`src/rtl/mem_wait_cnt.sv`:
```
// Per-wavefront outstanding memory-op counters: +1 per LSU issue, -1 per SGPR/VGPR retire, clamped.
// Optional MEM_WAIT_ERR_EN builds a sticky under/overflow flag with the first offending wavefront id.
module mem_wait_cnt #(
    parameter int WF_PER_CU = 40,
    parameter int WFID_W    = 6,
    parameter int CNT_W     = 4
) (
    input  logic                 clk,
    input  logic                 rst,
    input  logic                 lsu_valid,
    input  logic [WFID_W-1:0]    lsu_wfid,
    input  logic                 lsu_done,
    input  logic [WFID_W-1:0]    lsu_done_wfid,
    input  logic                 vgpr_lsu_wr_done,
    input  logic [WFID_W-1:0]    vgpr_lsu_wr_done_wfid,
    output logic [WF_PER_CU-1:0] mem_wait_arry,
    output logic [WF_PER_CU-1:0] mem_full_arry,
    output logic                 mem_err,
    output logic [WFID_W-1:0]    mem_err_wfid
);

    localparam logic [CNT_W-1:0] CNT_MAX = {CNT_W{1'b1}};

    logic [WF_PER_CU-1:0]            w_issue_hot;
    logic [WF_PER_CU-1:0]            w_sgpr_hot;
    logic [WF_PER_CU-1:0]            w_vgpr_hot;
    logic [WF_PER_CU-1:0]            w_unf;
    logic [WF_PER_CU-1:0]            w_ovf;
    logic [WF_PER_CU-1:0][CNT_W-1:0] r_cnt;
    logic [WF_PER_CU-1:0][CNT_W-1:0] w_cnt_nxt;

    genvar g;
    generate
        for (g = 0; g < WF_PER_CU; g++) begin : g_wf
            logic [CNT_W+1:0] w_sum;

            // ids >= WF_PER_CU never match any slot, so they decode to all-zero
            assign w_issue_hot[g] = lsu_valid        && (lsu_wfid              == WFID_W'(g));
            assign w_sgpr_hot[g]  = lsu_done         && (lsu_done_wfid         == WFID_W'(g));
            assign w_vgpr_hot[g]  = vgpr_lsu_wr_done && (vgpr_lsu_wr_done_wfid == WFID_W'(g));

            // two extra bits: range is -2 .. CNT_MAX+1, MSB is the sign
            assign w_sum = {2'b00, r_cnt[g]}
                         + (CNT_W+2)'(w_issue_hot[g])
                         - (CNT_W+2)'(w_sgpr_hot[g])
                         - (CNT_W+2)'(w_vgpr_hot[g]);

            assign w_unf[g] = w_sum[CNT_W+1];
            assign w_ovf[g] = ~w_sum[CNT_W+1] & w_sum[CNT_W];

            assign w_cnt_nxt[g] = w_unf[g] ? '0 :
                                  w_ovf[g] ? CNT_MAX : w_sum[CNT_W-1:0];

            assign mem_wait_arry[g] = |r_cnt[g];
            assign mem_full_arry[g] = &r_cnt[g];
        end
    endgenerate

    always_ff @(posedge clk or posedge rst) begin
        if (rst) begin
            r_cnt <= '0;
        end else begin
            r_cnt <= w_cnt_nxt;
        end
    end

`ifdef MEM_WAIT_ERR_EN
    logic              w_err_any;
    logic [WFID_W-1:0] w_err_idx;
    logic              r_err;
    logic [WFID_W-1:0] r_err_wfid;

    assign w_err_any = |(w_unf | w_ovf);

    // scan downward so the lowest offending index wins
    always_comb begin
        w_err_idx = '0;
        for (int w = WF_PER_CU - 1; w >= 0; w--) begin
            if (w_unf[w] || w_ovf[w]) begin
                w_err_idx = WFID_W'(w);
            end
        end
    end

    always_ff @(posedge clk or posedge rst) begin
        if (rst) begin
            r_err      <= 1'b0;
            r_err_wfid <= '0;
        end else if (w_err_any && !r_err) begin
            r_err      <= 1'b1;
            r_err_wfid <= w_err_idx;
        end
    end

    assign mem_err      = r_err;
    assign mem_err_wfid = r_err_wfid;
`else
    assign mem_err      = 1'b0;
    assign mem_err_wfid = '0;
`endif

endmodule
```
`config.mk`:
```
export PLATFORM = sky130hd
export DESIGN_NAME = mem_wait_cnt
export DESIGN_NICKNAME = d
export VERILOG_FILES = /design/src/rtl/mem_wait_cnt.sv
export SDC_FILE = /design/constraint.sdc
export NUM_CORES = 1
export LEC_CHECK = 0
export ABC_AREA = 1
export BUFFER_PORTS_ARGS = -buffer_cell sky130_fd_sc_hd__buf_2
export CAP_MARGIN = 20
export CORE_UTILIZATION = 60
export DETAILED_ROUTE_END_ITERATION = 12
export MAX_ROUTING_LAYER = met4
export PLACE_DENSITY_LB_ADDON = 0.2
export SLEW_MARGIN = 20
export SYNTH_ARGS = -nofsm -noshare
export SYNTH_HDL_FRONTEND = slang
export SYNTH_SLANG_ARGS = --single-unit
```
`constraint.sdc`:
```
create_clock -name clk -period 13.4 [get_ports clk]
set_clock_uncertainty 0.05 [all_clocks]
set_input_delay 3.35 -clock clk [delete_from_list [all_inputs] [get_ports clk]]
set_output_delay 3.35 -clock clk [all_outputs]
set_load 0.02 [all_outputs]
```
==> impl_metrics.env <==
export IMPL_fin_cells=2517
export IMPL_antenna_found_initial=2
export IMPL_start_util_pct=61.8
export IMPL_setup_viol=0
export IMPL_relSlewSlack_pct=35.6
export IMPL_drt_iter0_markers=881
export IMPL_period_share_pct=46.4
export IMPL_path_cells="buf_2 -> inv_1 -> nand3_1 -> nor2_1 -> fa_1 -> inv_1 -> ha_1 -> ha_1 -> inv_1 -> fa_1 -> o21ai_1 -> nand3_1 -> nand2_1"
export IMPL_io_pins=110
export IMPL_cp_arrival_ns=6.55
export IMPL_start_kind="primary input"
export IMPL_viasPerCell=5.05
export IMPL_fmax_mhz=161
export IMPL_power_leakage_nw=10.2
export IMPL_place_gp_congestion=0.951
export IMPL_cp_common_cell="inv_1"
export IMPL_worstPathMaxFanout=16
export IMPL_crit_type="primary input to flip-flop"
export IMPL_top_register="r_cnt"
export IMPL_rsz0062_at_grt="no"
export IMPL_clock_sinks=160
export IMPL_grt_overflow=0
export IMPL_utilization_pct=67.5
export IMPL_syn_inst=2057
export IMPL_drc=0
export IMPL_grt_pass1_vias=12700
export IMPL_wirelength_um=33700
export IMPL_period_minus_slack_ns=6.22
export IMPL_rows=58
export IMPL_hp_class="flip-flop to flip-flop"
export IMPL_ys_ff_latch=160
export IMPL_top_regs="r_cnt x160"
export IMPL_grt_usage_pct=27.1
export IMPL_dp_hpwl_um=27200
export IMPL_irDropWorstVdd_mv=0.115
export IMPL_final_nets=2594
export IMPL_fp_dieH_um=164
export IMPL_critPathSlowestCell="nand3_1"
export IMPL_place_inst=2482
export IMPL_max_cap_violations=0
export IMPL_report_final_slew_viol_count=0
export IMPL_yosysUniqueCellTypes=19
export IMPL_htreeDepth=4
export IMPL_grt_pass1_wl_um=56500
export IMPL_cts_resized_gates=0
export IMPL_finalSetupTns_ns=0
export IMPL_core_area_um2=25500
export IMPL_worstMarginPinSlew_ns=0.966
export IMPL_cts_buffers=17
export IMPL_clock_latency_ns=0.43
export IMPL_clk_pin_slew_ns=0.07
export IMPL_syn_to_final_growth_pct=9.17
export IMPL_seq_area_frac_synth_pct=25.4
export IMPL_firstDrtPassIters=7
export IMPL_wl_per_cell_um=13.4
export IMPL_largest_reg_flops=160
export IMPL_synthesis_area_um2=15700
export IMPL_status="complete, no violations"
export IMPL_p_per_area_nw_per_um2=196
export IMPL_cpPeakStageDelay_ns=0.61
export IMPL_timing_hold_ws_ns=0.534
export IMPL_ant_nets=0
export IMPL_die_area_um2=26900
export IMPL_total_power_mw=3.37
export IMPL_synth_area_per_cell_um2=7.65
export IMPL_critPathRequiredTime_ns=13.72
export IMPL_finalHoldViolations=0
export IMPL_grt_max_degree=87
export IMPL_cts_hold_buf=0
export IMPL_vias=12700
export IMPL_cp_end_kind="flip-flop"
export IMPL_cts_tree="yes"
export IMPL_drive_above_1_share_pct=6.18
export IMPL_yosysWarnings=0
export IMPL_portBuffers=102
export IMPL_die_w_um=164
export IMPL_cts_setup_buffers=0
export IMPL_cts_root_buf="clkbuf_16"
export IMPL_clk_path_buf_depth=2
-- report_power, final --
part	total, mW	internal, mW	leakage, nW	switching (mW)
Clock	0.493	0.280	0.262	0.213
Combinational	2.01	0.734	8.40	1.28
Sequential	0.862	0.685	1.49	0.178
Total	3.37	1.70	10.2	1.67
-- cell usage in the layout, fill, tap and decap left out, types with 6 or more instances in the layout --
| cell type | Yosys | layout |
|---|---|---|
| buf_2 | 4 | 102 |
| ha_1 | 320 | 320 |
| clkinvlp_4 | 0 | 6 |
| a21oi_1 | 15 | 15 |
| nor2_1 | 177 | 177 |
| xor2_1 | 36 | 36 |
| clkbuf_16 | 0 | 17 |
| dfrtp_1 | 160 | 160 |
| nand2_1 | 607 | 607 |
| conb_1 | 1 | 7 |
| inv_1 | 463 | 462 |
| o21ai_1 | 36 | 36 |
| nand3_1 | 137 | 137 |
| fa_1 | 80 | 80 |
-- cell families (layout without fill, tap and decap cells) --
family | count (synthesis) | after routing | synth area share, %
AO/OA/AOI/OAI | 55 | 55 | 1.75
AND/OR/NAND/NOR | 924 | 924 | 23.3
adder cells (fa/ha/maj) | 400 | 400 | 35.6
other | 1 | 11 | 0.0238
XOR/XNOR | 40 | 40 | 2.23
buffers and inverters | 477 | 597 | 11.7
flip-flops | 160 | 160 | 25.4
-- cells in the mapped netlist --
cell / instances / area share, %
and3_1: 1 / 0.040
buf_4: 8 / 0.38
conb_1: 1 / 0.024
buf_6: 2 / 0.14
buf_2: 4 / 0.13
xor2_1: 36 / 2.0
nand3_1: 137 / 4.4
nor2_1: 177 / 4.2
ha_1: 320 / 25
xnor2_1: 4 / 0.22
nor3_2: 1 / 0.064
fa_1: 80 / 10
o21ai_0: 4 / 0.13
nor3_4: 1 / 0.10
a21oi_1: 15 / 0.48
nand2_1: 607 / 14
o21ai_1: 36 / 1.1
dfrtp_1: 160 / 25
inv_1: 463 / 11
-- metal layers --
metal	track usage, %	up-vias	wire length [um]
li1	-	6376	-
met1	32.5	5991	14500
met2	47.0	304	16600
met3	4.82	42	1940
met4	6.78	0	606
met5	-	-	0
-- area by class of cell --
cell class / count / area, um2
multi-input combinational: 1426 / 9920
fill: 2160 / 8290
sequential: 160 / 4000
inverter: 463 / 1740
timing repair buffer: 103 / 518
clock buffer: 20 / 447
tap: 330 / 413
clock inverter: 11 / 131
antenna: 4 / 10.0
-- path summary, 6_finish.rpt --
path                             startpoint          to  slack (ns)  cells after the start
hold / removal                    r_cnt[87]   r_cnt[87]        0.53                      3
min in group asynchronous               rst   r_cnt[15]        3.00                      2
setup reg to reg                 r_cnt[109]  r_cnt[109]       11.13                      9
max in group asynchronous               rst   r_cnt[91]        8.83                      3
setup / recovery           lsu_done_wfid[4]    r_cnt[0]        7.18                     13
hold reg to reg                   r_cnt[87]   r_cnt[87]        0.53                      3
-- critical path: cells and delay by family --
| kind | cells | cell delay [ns] |
|---|---|---|
| fa+ha+maj | 4 | 1.17 |
| simple gates | 4 | 1.35 |
| compound gates | 1 | 0.34 |
| buf+inv | 4 | 0.32 |
-- through the flow --
| step | area [um2] | setup WS [ns] |
|---|---|---|
| floorplan | 15800 | 5.68 |
| global placement | 16600 | 6.89 |
| detailed placement | 16600 | 6.84 |
| CTS | 17200 | 7.26 |
| global route | 17200 | 6.96 |
| finish | 17200 | 7.18 |
Power figures use the tool's default switching activity.
